File: config.mk
export PLATFORM = sky130hd
export DESIGN_NAME = gear_selector_ctrl_flat
export DESIGN_NICKNAME = d
export VERILOG_FILES = /design/src/rtl/gear_selector_ctrl_if.sv /design/src/rtl/gear_selector_ctrl.sv /design/src/flat_wrapper.sv
export SDC_FILE = /design/constraint.sdc
export NUM_CORES = 1
export LEC_CHECK = 0
export ABC_CLOCK_PERIOD_IN_PS = 5800
export CAP_MARGIN = 20
export CORE_UTILIZATION = 30
export CTS_CLUSTER_DIAMETER = 40
export DETAILED_ROUTE_END_ITERATION = 10
export GPL_TIMING_DRIVEN = 0
export HOLD_SLACK_MARGIN = 0.1
export PLACE_DENSITY_LB_ADDON = 0.08
export SLEW_MARGIN = 20
export SYNTH_ARGS = -nofsm -noshare
export SYNTH_HDL_FRONTEND = slang
export SYNTH_SLANG_ARGS = --single-unit
File: constraint.sdc
create_clock -name clk -period 5.8 [get_ports clk]
set_input_delay 1.16 -clock clk [delete_from_list [all_inputs] [get_ports clk]]
set_output_delay 1.16 -clock clk [all_outputs]
set_load 0.01 [all_outputs]
File: src/rtl/gear_selector_ctrl_if.sv
// ============================================================================
//  Module      : gear_selector_ctrl_if
//  Description : Signal bundle between the panel/vehicle side and the
//                transmission selector controller.
//  Revision    : 1.0 - initial release
// ============================================================================
`default_nettype none

interface gear_selector_ctrl_if;
    logic       engine_on;
    logic       tick_speed;
    logic [7:0] speed;
    logic       is_brake_normal;
    logic       is_brake_hard;
    logic       req_valid;
    logic [3:0] req_gear;
    logic       req_ready;
    logic       low_mode_req;
    logic       limit_up;
    logic       limit_down;
    logic [3:0] current_gear;
    logic       is_low_gear_mode;
    logic [2:0] max_gear_limit;
    logic       shift_busy;
    logic       reject;
    logic [2:0] reject_code;

    // Panel / vehicle side
    modport master (
        output engine_on, tick_speed, speed, is_brake_normal, is_brake_hard,
               req_valid, req_gear, low_mode_req, limit_up, limit_down,
        input  req_ready, current_gear, is_low_gear_mode, max_gear_limit,
               shift_busy, reject, reject_code
    );

    // Selector controller side
    modport slave (
        input  engine_on, tick_speed, speed, is_brake_normal, is_brake_hard,
               req_valid, req_gear, low_mode_req, limit_up, limit_down,
        output req_ready, current_gear, is_low_gear_mode, max_gear_limit,
               shift_busy, reject, reject_code
    );
endinterface

`default_nettype wire

File: src/rtl/gear_selector_ctrl.sv
// ============================================================================
//  Module      : gear_selector_ctrl
//  Description : P/R/N/D selector sequencer with engine/brake/speed
//                interlocks, timed neutral hold between driving positions,
//                and the manual low-gear limit.
//  Revision    : 1.0 - initial release
// ============================================================================
`default_nettype none

module gear_selector_ctrl #(
    parameter int SHIFT_DELAY = 2
) (
    input  wire logic            clk,
    input  wire logic            rst,
    gear_selector_ctrl_if.slave  bus
);

    localparam logic [3:0] c_GEAR_P  = 4'd3;
    localparam logic [3:0] c_GEAR_R  = 4'd6;
    localparam logic [3:0] c_GEAR_N  = 4'd9;
    localparam logic [3:0] c_GEAR_D  = 4'd12;
    localparam logic [3:0] c_DELAY   = SHIFT_DELAY[3:0];

    typedef enum logic [0:0] {
        ST_IDLE = 1'b0,
        ST_HOLD = 1'b1
    } state_t;

    state_t     state_q,  state_d;
    logic [3:0] cnt_q,    cnt_d;
    logic [3:0] target_q, target_d;
    logic [3:0] gear_q,   gear_d;
    logic       low_q,    low_d;
    logic [2:0] limit_q,  limit_d;
    logic       busy_q,   busy_d;
    logic       ready_q,  ready_d;
    logic       rej_q,    rej_d;
    logic [2:0] code_q,   code_d;
    logic       eng_q;

    logic       brake_w;
    logic       req_legal_w;
    logic [2:0] down_target_w;
    logic       down_blocked_w;
    logic [2:0] load_limit_w;

    // Derived request / limit conditions
    always_comb begin
        brake_w     = bus.is_brake_normal | bus.is_brake_hard;
        req_legal_w = (bus.req_gear == c_GEAR_P) || (bus.req_gear == c_GEAR_R) ||
                      (bus.req_gear == c_GEAR_N) || (bus.req_gear == c_GEAR_D);
        down_target_w  = limit_q - 3'd1;
        down_blocked_w = ((down_target_w == 3'd1) && (bus.speed >= 8'd35)) ||
                         ((down_target_w == 3'd2) && (bus.speed >= 8'd65)) ||
                         ((down_target_w == 3'd3) && (bus.speed >= 8'd95));
        if (bus.speed <= 8'd35)      load_limit_w = 3'd1;
        else if (bus.speed <= 8'd65) load_limit_w = 3'd2;
        else if (bus.speed <= 8'd95) load_limit_w = 3'd3;
        else                         load_limit_w = 3'd6;
    end

    // Next-state: request checks, neutral hold sequencing, low-gear limit
    always_comb begin
        state_d  = state_q;
        cnt_d    = cnt_q;
        target_d = target_q;
        gear_d   = gear_q;
        limit_d  = limit_q;
        rej_d    = 1'b0;
        code_d   = code_q;
        low_d    = bus.low_mode_req && (gear_q == c_GEAR_D);

        case (state_q)
            ST_IDLE: begin
                // ready_q only rises once IDLE is settled, so it gates acceptance
                if (bus.req_valid && ready_q) begin
                    if (!req_legal_w) begin
                        rej_d  = 1'b1;
                        code_d = 3'd1;
                    end else if (bus.req_gear == gear_q) begin
                        // same position: nothing to do
                    end else if (!bus.engine_on && (bus.req_gear != c_GEAR_P)) begin
                        rej_d  = 1'b1;
                        code_d = 3'd4;
                    end else if (((gear_q == c_GEAR_P) || (gear_q == c_GEAR_N)) &&
                                 ((bus.req_gear == c_GEAR_R) || (bus.req_gear == c_GEAR_D)) &&
                                 !brake_w) begin
                        rej_d  = 1'b1;
                        code_d = 3'd2;
                    end else if ((bus.speed != 8'd0) &&
                                 ((bus.req_gear == c_GEAR_P) || (bus.req_gear == c_GEAR_R) ||
                                  ((gear_q == c_GEAR_R) && (bus.req_gear == c_GEAR_D)))) begin
                        rej_d  = 1'b1;
                        code_d = 3'd3;
                    end else if ((gear_q == c_GEAR_N) || (bus.req_gear == c_GEAR_N)) begin
                        gear_d = bus.req_gear;
                    end else begin
                        state_d  = ST_HOLD;
                        gear_d   = c_GEAR_N;
                        cnt_d    = 4'd0;
                        target_d = bus.req_gear;
                    end
                end
            end
            ST_HOLD: begin
                // Aborts take precedence over a coincident tick
                if (eng_q && !bus.engine_on) begin
                    state_d = ST_IDLE;
                    gear_d  = c_GEAR_N;
                end else if ((bus.speed != 8'd0) &&
                             ((target_q == c_GEAR_P) || (target_q == c_GEAR_R))) begin
                    state_d = ST_IDLE;
                    gear_d  = c_GEAR_N;
                    rej_d   = 1'b1;
                    code_d  = 3'd3;
                end else if (bus.tick_speed) begin
                    cnt_d = cnt_q + 4'd1;
                    if ((cnt_q + 4'd1) == c_DELAY) begin
                        state_d = ST_IDLE;
                        gear_d  = target_q;
                    end
                end
            end
            default: state_d = ST_IDLE;
        endcase

        // A shift-path reject owns the reject code when both fire together
        if (low_d && !low_q) begin
            limit_d = load_limit_w;
        end else if (low_q && bus.limit_up && !bus.limit_down) begin
            if (limit_q < 3'd6) limit_d = limit_q + 3'd1;
        end else if (low_q && bus.limit_down && !bus.limit_up && (limit_q > 3'd1)) begin
            if (down_blocked_w) begin
                if (!rej_d) begin
                    rej_d  = 1'b1;
                    code_d = 3'd5;
                end
            end else begin
                limit_d = down_target_w;
            end
        end

        ready_d = (state_d == ST_IDLE);
        busy_d  = (state_d == ST_HOLD);
    end

    // State and output registers
    always_ff @(posedge clk) begin
        if (rst) begin
            state_q  <= ST_IDLE;
            cnt_q    <= 4'd0;
            target_q <= c_GEAR_P;
            gear_q   <= c_GEAR_P;
            low_q    <= 1'b0;
            limit_q  <= 3'd1;
            busy_q   <= 1'b0;
            ready_q  <= 1'b0;
            rej_q    <= 1'b0;
            code_q   <= 3'd0;
            eng_q    <= 1'b0;
        end else begin
            state_q  <= state_d;
            cnt_q    <= cnt_d;
            target_q <= target_d;
            gear_q   <= gear_d;
            low_q    <= low_d;
            limit_q  <= limit_d;
            busy_q   <= busy_d;
            ready_q  <= ready_d;
            rej_q    <= rej_d;
            code_q   <= code_d;
            eng_q    <= bus.engine_on;
        end
    end

    assign bus.req_ready        = ready_q;
    assign bus.current_gear     = gear_q;
    assign bus.is_low_gear_mode = low_q;
    assign bus.max_gear_limit   = limit_q;
    assign bus.shift_busy       = busy_q;
    assign bus.reject           = rej_q;
    assign bus.reject_code      = code_q;

endmodule

`default_nettype wire

File: src/flat_wrapper.sv
// flat-port wrapper written by rule: the top's interface ports become plain ports
module gear_selector_ctrl_flat 
#(
    parameter int SHIFT_DELAY = 2
)
  (clk, rst, bus_engine_on, bus_tick_speed, bus_speed, bus_is_brake_normal, bus_is_brake_hard, bus_req_valid, bus_req_gear, bus_low_mode_req, bus_limit_up, bus_limit_down, bus_req_ready, bus_current_gear, bus_is_low_gear_mode, bus_max_gear_limit, bus_shift_busy, bus_reject, bus_reject_code);
  gear_selector_ctrl_if bus_i ();
  input  wire logic clk;
  input  wire logic rst;
  input wire logic [$bits(bus_i.engine_on)-1:0] bus_engine_on;
  input wire logic [$bits(bus_i.tick_speed)-1:0] bus_tick_speed;
  input wire logic [$bits(bus_i.speed)-1:0] bus_speed;
  input wire logic [$bits(bus_i.is_brake_normal)-1:0] bus_is_brake_normal;
  input wire logic [$bits(bus_i.is_brake_hard)-1:0] bus_is_brake_hard;
  input wire logic [$bits(bus_i.req_valid)-1:0] bus_req_valid;
  input wire logic [$bits(bus_i.req_gear)-1:0] bus_req_gear;
  input wire logic [$bits(bus_i.low_mode_req)-1:0] bus_low_mode_req;
  input wire logic [$bits(bus_i.limit_up)-1:0] bus_limit_up;
  input wire logic [$bits(bus_i.limit_down)-1:0] bus_limit_down;
  output wire logic [$bits(bus_i.req_ready)-1:0] bus_req_ready;
  output wire logic [$bits(bus_i.current_gear)-1:0] bus_current_gear;
  output wire logic [$bits(bus_i.is_low_gear_mode)-1:0] bus_is_low_gear_mode;
  output wire logic [$bits(bus_i.max_gear_limit)-1:0] bus_max_gear_limit;
  output wire logic [$bits(bus_i.shift_busy)-1:0] bus_shift_busy;
  output wire logic [$bits(bus_i.reject)-1:0] bus_reject;
  output wire logic [$bits(bus_i.reject_code)-1:0] bus_reject_code;
  assign bus_i.engine_on = bus_engine_on;
  assign bus_i.tick_speed = bus_tick_speed;
  assign bus_i.speed = bus_speed;
  assign bus_i.is_brake_normal = bus_is_brake_normal;
  assign bus_i.is_brake_hard = bus_is_brake_hard;
  assign bus_i.req_valid = bus_req_valid;
  assign bus_i.req_gear = bus_req_gear;
  assign bus_i.low_mode_req = bus_low_mode_req;
  assign bus_i.limit_up = bus_limit_up;
  assign bus_i.limit_down = bus_limit_down;
  assign bus_req_ready = bus_i.req_ready;
  assign bus_current_gear = bus_i.current_gear;
  assign bus_is_low_gear_mode = bus_i.is_low_gear_mode;
  assign bus_max_gear_limit = bus_i.max_gear_limit;
  assign bus_shift_busy = bus_i.shift_busy;
  assign bus_reject = bus_i.reject;
  assign bus_reject_code = bus_i.reject_code;
  gear_selector_ctrl #(.SHIFT_DELAY(SHIFT_DELAY)) u_core (.clk(clk), .rst(rst), .bus(bus_i));
endmodule
==> results of run 1 <==
-- report_power, final --
| group | switching [mW] | internal [mW] |
|---|---|---|
| logic | 0.0315 | 0.0314 |
| registers | 0.00287 | 0.161 |
| clock network | 0.0582 | 0.0488 |
| total | 0.0925 | 0.242 |
-- final timing paths --
path | depth (start not counted) | slack (ps) | start | end
hold reg to reg | 2 | 490 | u_core.cnt_q[3]$_SDFFE_PP0P_ | u_core.cnt_q[3]$_SDFFE_PP0P_
setup reg to reg | 6 | 3450 | u_core.state_q$_SDFF_PP0_ | u_core.target_q[2]$_SDFFE_PP0P_
setup / recovery | 7 | 2290 | bus_speed[5] | u_core.bus.current_gear[3]$_SDFFE_PP0P_
hold / removal | 2 | 490 | u_core.cnt_q[3]$_SDFFE_PP0P_ | u_core.cnt_q[3]$_SDFFE_PP0P_
-- per-stage QoR --
stage | worst slack [ps] | area, µm² | utilization [%] | instances | hold slack, ps
6_report | 2285 | 2113 | 40.86 | 304 | 493.2
2_1_floorplan | 2863 | 1637 | - | 196 | 451.2
5_1_grt | 2121 | 2113 | 40.86 | 304 | 500.9
3_5_place_dp | 1955 | 2064 | 39.91 | 300 | 477.3
4_1_cts | 2265 | 2113 | 40.86 | 304 | 492.0
3_3_place_gp | 1938 | 2064 | 39.91 | 300 | 471.2
-- state kept, by name, summed over array words and instances (netlist names), 3 cells and up --
signal and flops:
u_core.target_q 4, u_core.cnt_q 4, u_core.bus.current_gear 4, u_core.bus.reject_code 3, u_core.bus.max_gear_limit 3
-- logic make-up (layout without fill, tap and decap cells) --
kind of cell,Yosys count,after routing,share of synthesized area [%]
flops,23,23,28.13
buf+inv,14,52,4.205
xor+xnor,12,12,6.422
compound gates,56,56,24.08
simple gates,78,78,27.83
mux,5,5,3.211
fa+ha+maj,8,8,6.116
-- Yosys cell counts, drive strengths merged, types with 4 or more instances --
master / number
o21a: 5
a21oi: 13
xnor2: 4
nor4: 6
nand2: 15
dfxtp: 23
nand4: 4
and2b: 5
nor2b: 5
a211oi: 7
inv: 10
nor2: 18
nand3: 5
a31oi: 4
xor2: 8
o21ai: 10
nor3: 4
ha: 8
-- worst min-delay path, delay by kind of cell (launching register included) --
family | cells | cell delay, ps
AOI/OAI and AO/OA | 1 | 50
and+or+nand+nor | 1 | 60
DFF | 1 | 340
-- metal layers --
| metal | up-vias | GRT usage (%) | part of all wire [%] | routed length, µm |
|---|---|---|---|---|
| met2 | 25 | 30.29 | 51 | 2127 |
| li1 | 809 | - | - | - |
| met4 | 0 | 1.852 | 0.24 | 10 |
| met3 | 3 | 2.910 | 3.2 | 135 |
| met5 | - | 0 | 0 | 0 |
| met1 | 732 | 17.80 | 46 | 1918 |
-- area by class of cell --
cell class / count / area [µm²] / area share (%)
Sequential cell: 23 / 460.4 / 21.79
Multi-Input combinational cell: 159 / 1107 / 52.40
Clock buffer: 3 / 41.29 / 1.954
Timing Repair Buffer: 34 / 340.3 / 16.10
Inverter: 10 / 37.54 / 1.776
Clock inverter: 1 / 7.507 / 0.3552
Buffer: 4 / 31.28 / 1.480
Tap cell: 70 / 87.58 / 4.144
-- placed cells by master, fill, tap and decap left out, types with 2 or more instances in the layout --
master | netlist | final
clkdlybuf4s50_1 | 0 | 34
dfxtp_1 | 23 | 23
nor2_1 | 18 | 18
nand2_1 | 15 | 15
a21oi_1 | 13 | 13
inv_1 | 10 | 10
o21ai_0 | 9 | 9
xor2_1 | 8 | 8
ha_1 | 8 | 8
a211oi_1 | 7 | 7
nor2b_1 | 5 | 5
nand3_1 | 5 | 5
o21a_1 | 5 | 5
and2b_2 | 4 | 4
nand4_1 | 4 | 4
nor4_1 | 4 | 4
xnor2_1 | 4 | 4
a31oi_1 | 4 | 4
nor3_1 | 4 | 4
mux2i_1 | 3 | 3
nand2b_1 | 3 | 3
or3_1 | 3 | 3
clkbuf_8 | 0 | 3
nor4_2 | 2 | 2
and2_2 | 2 | 2
a32oi_1 | 2 | 2
and4_1 | 2 | 2
mux2_2 | 2 | 2
o32ai_1 | 2 | 2
==> reports/metrics.cfg, run 1 <==
[finish]
nets = 265
fillCellCount = 536
diodes = 0
areaGrowthSynthToFinish_pct = 29.13
layout-drive-gt1-share_pct = 8.120

[route]
wl_um = 4192
num_vias = 1569
wire_per_inst_um = 13.79
first_pass_iters = 4
drc_errors = 0
vias_per_cell = 5.161
ant_nets = 0
drt-initial-drc-count = 75

[timing]
hold_violations = 0
fin_setup_tns_ps = 0
rsz0062_at_grt = no
fin_crit_ps = 3515
max_clock_freq_ghz = 0.2845
worst_pin_slew_ps = 672.2
finalCritPeriodShare_pct = 60.60
maxSlewViolCount = 0
slew_headroom_pct = 54.77
setup_viol = 0
final.setup_skew_ps = 8.768

[floorplan]
core_mm2 = 0.005172
die_x_um = 75.86
io_pins = 36
fp.dieH_um = 75.86
core.rowCount = 26
start_util_pct = 31.64
die-area_mm2 = 0.005755

[critical_path]
crit_chain = clkdlybuf4s50_1 -> nor4_1 -> a2111oi_4 -> nor2_1 -> and2_0 -> nor2_1 -> mux2_2
crit_family = simple AND/OR/NAND/NOR gates
start_kind = primary input
cp.required_ps = 5980
cp_data_arrival_time_ps = 3690
critical_path_class = in -> reg
critPathMostFrequentCell = nor2_1
cp-end-kind = flip-flop
crit_path_top_delay_cell = nor4_1
cp_num_buf_inv = 1
crit_fanout = 6
cpPeakStageDelay_ps = 640

[clocking]
tritoncts = built
h-tree-depth = 1
ctsResizeCount = 0
clock_sinks = 23
clkLatencyLatePin_ps = 280
cts_max_path_buffers = 2
hold_buffers = 0
postCtsSetupBuffers = 0
path_clk_slew_ps = 90
cts_root_buffer = clkbuf_8
cts_inserted_buffers = 3

[synth]
yosysTopAreaCell = dfxtp_1
synth.avg_cell_area_um2 = 8.350
ys.flop_type = dfxtp_1
synth.distinct_cells = 52
synth.yosys.seq_area_share_pct = 28.13
synth_area_mm2 = 0.001637
yosys_warnings = 0
ys_ff_latch = 23
netlist_instances = 196
synth_top_area_share_pct = 28.13
synthTopCellsByArea = dfxtp_1, ha_1, xor2_1, nor2_1, a21oi_1
async_reset_ff_share_pct = 0
synth_nets = 226
synth_edf_count = 0

[placed_design]
gp_congestion = 0.7725
dp_hpwl_um = 3326
port_buffers = 34

[worst_hold_path]
hold_class = reg -> reg

[pwr]
p_total_mw = 0.3341
peakVddDrop_v = 0.0001419
power_leakage_nw = 0.7673
powerDensity_mw_per_mm2 = 158.1

[global_routing]
antenna_found_initial = 0
grt_usage_pct = 15.52
grt_pass1_vias = 1459
grt_max_degree = 15
gr-total-overflow = 0
grt_pass1_wl_um = 6796

[run]
maxCapViolations = 0

[status]
status = finished, final reports clean

Power figures use the tool's default switching activity.
==> run 2, diff against run 1 <==
--- a/config.mk
+++ b/config.mk
@@ -5,7 +5,7 @@
 export SDC_FILE = /design/constraint.sdc
 export NUM_CORES = 1
 export LEC_CHECK = 0
-export ABC_CLOCK_PERIOD_IN_PS = 5800
+export ABC_CLOCK_PERIOD_IN_PS = 2900
 export CAP_MARGIN = 20
 export CORE_UTILIZATION = 30
 export CTS_CLUSTER_DIAMETER = 40
==> constraint.sdc (replaced) <==
create_clock -name clk -period 2.9 [get_ports clk]
set_input_delay 0.58 -clock clk [delete_from_list [all_inputs] [get_ports clk]]
set_output_delay 0.58 -clock clk [all_outputs]
set_load 0.01 [all_outputs]
==> run 2 against run 1 <==
Net effect: worst hold slack is essentially flat; clock skew shrank 0.74 ps; power grew 100%; die area is the same; wire length grew 0.29%; clock power grew 100%; sequential share of layout area shrank 0.48 points; worst setup slack lost 2100 ps; core utilization grew 0.92 points; sequential power grew 100%; combinational power grew 110%; cell count grew 1.3%; largest cell class unchanged; largest power group unchanged.
==> reports/metrics.cfg, run 2 (synthesized netlist as in run 1, its figures left out) <==
[floorplan]
core.rowCount = 26
io_pins = 36
core_mm2 = 0.005172
start_util_pct = 31.64
die-area_mm2 = 0.005755
die_x_um = 75.86
fp.dieH_um = 75.86

[finish]
fillCellCount = 532
final_common_cell = clkdlybuf4s50_1
diodes = 0
final_cell_mix = clkdlybuf4s50_1, dfxtp_1, nor2_1, nand2_1, a21oi_1
nets = 269
areaGrowthSynthToFinish_pct = 32.03
multi_input_area_mm2 = 0.001125
layout-drive-gt1-share_pct = 10.50
seqCellArea_um2 = 460.4

[placed_design]
dpl_worst_slack_ps = -364.7
port_buffers = 34
dp_hpwl_um = 3326
gp_congestion = 0.7725

[critical_path]
crit_path_top_delay_cell = nor4_2
cp_data_arrival_time_ps = 2910
cp-end-kind = flip-flop
cp.required_ps = 3070
cp_num_buf_inv = 1
crit_family = simple AND/OR/NAND/NOR gates
crit_chain = clkdlybuf4s50_1 -> xor2_1 -> nor4_2 -> a211oi_1 -> o41ai_1 -> nand3_1 -> and4_1
critical_path_class = in -> reg
start_kind = primary input
crit_fanout = 6
cpPeakStageDelay_ps = 590

[pwr]
p_int_mw = 0.4871
pwr-share-clk_pct = 31.7
switchingPower_mw = 0.1870
power_leakage_nw = 0.7882
combPwrFrac_pct = 19.6
peakVddDrop_v = 0.0002842
powerDensity_mw_per_mm2 = 312.0
p_sw_share_pct = 27.74
seq_power_share_pct = 48.7

[timing]
worst_pin_slew_ps = 602.5
finalCritPeriodShare_pct = 94.62
fin_crit_ps = 2744
fin_setup_tns_ps = 0
hold_violations = 0
rsz0062_at_grt = no
maxSlewViolCount = 0
slew_headroom_pct = 59.50
finalWorstSetupSlack_ps = 156.0
final.setup_skew_ps = 8.027
setup_viol = 0
max_clock_freq_ghz = 0.3644

[route]
drt-initial-drc-count = 63
wl_um = 4204
ant_nets = 0
wire_per_inst_um = 13.65
first_pass_iters = 5
num_vias = 1573
vias_per_cell = 5.107
drc_errors = 0

[global_routing]
antenna_found_initial = 0
grt_usage_pct = 15.55
grt_pass1_wl_um = 6810
grt_pass1_vias = 1456
gr-total-overflow = 0
grt_max_degree = 15

[clocking]
cts_inserted_buffers = 3
cts_root_buffer = clkbuf_8
path_clk_slew_ps = 90
tritoncts = built
clock_sinks = 23
cts_max_path_buffers = 2
clkLatencyLatePin_ps = 280
h-tree-depth = 1

[run]
maxCapViolations = 0

[worst_hold_path]
hold_class = reg -> reg

[status]
status = finished, final reports clean

run 2: changes by cell type in the layout (fill, tap and decap cells not counted), sizes merged:
cell  previous run  this run
buf              0         4
run 2: routing by layer:
layer | global-route usage, % | share of wire, % | vias up
li1 | - | - | 815
met1 | 17.88 | 45 | 728
met2 | 30.29 | 51 | 27
met3 | 2.910 | 3.3 | 3
met4 | 1.852 | 0.24 | 0
met5 | 0 | 0 | -
run 2: worst paths after layout:
path	slack, ps	cells after the start	endpoint	startpoint
setup / recovery	160	7	u_core.bus.reject_code[1]$_SDFF_PP0_	bus_req_gear[1]
setup reg to reg	620	7	u_core.target_q[2]$_SDFFE_PP0P_	u_core.state_q$_SDFF_PP0_
hold / removal	490	2	u_core.cnt_q[3]$_SDFFE_PP0P_	u_core.cnt_q[3]$_SDFFE_PP0P_
hold reg to reg	490	2	u_core.cnt_q[3]$_SDFFE_PP0P_	u_core.cnt_q[3]$_SDFFE_PP0P_
run 2: cell type report:
class,instances,area share [%]
multi-input combinational,159,52.06
clock buffer,3,1.911
sequential,23,21.31
clock inverter,1,0.3474
timing repair buffer,38,17.14
tap,70,4.053
buffer,4,1.448
inverter,10,1.737
run 2: stage by stage:
| step | power, mW | cells | util, % | hold slack [ps] | instance area (µm²) |
|---|---|---|---|---|---|
| floorplan | 0.3971 | 196 | - | 451.2 | 1637 |
| global placement | 0.4630 | 300 | 39.91 | 471.2 | 2064 |
| detailed placement | 0.4622 | 300 | 39.91 | 477.3 | 2064 |
| CTS | 0.6773 | 304 | 40.98 | 492.0 | 2120 |
| global route | 0.7011 | 308 | 41.78 | 500.8 | 2161 |
| finish | 0.6741 | 308 | 41.78 | 493.2 | 2161 |
run 2: repair_timing:
action                                  4_1_cts  5_1_grt
endpoints found under the setup margin        2        5
hold buffers                                  0        0
pin swaps                                     0        2
resized for setup                             1        2
buffers inserted                              0        4
run 2: worst reg2reg max path, delay by kind of cell, from the launching register on:
kind          cells  cell delay, ps
buf+inv           2             540
simple gates      4            1140
flops             1             320
mux               1             180
run 2: power groups by stage:
| stage | sequential (mW) | clock (mW) | combinational (mW) |
|---|---|---|---|
| after floorplan | 0.337 | 0 | 0.0596 |
| after global placement | 0.336 | 0 | 0.127 |
| after detailed placement | 0.336 | 0 | 0.126 |
| after CTS | 0.329 | 0.221 | 0.127 |
| after global routing | 0.330 | 0.227 | 0.144 |
| final | 0.329 | 0.214 | 0.132 |
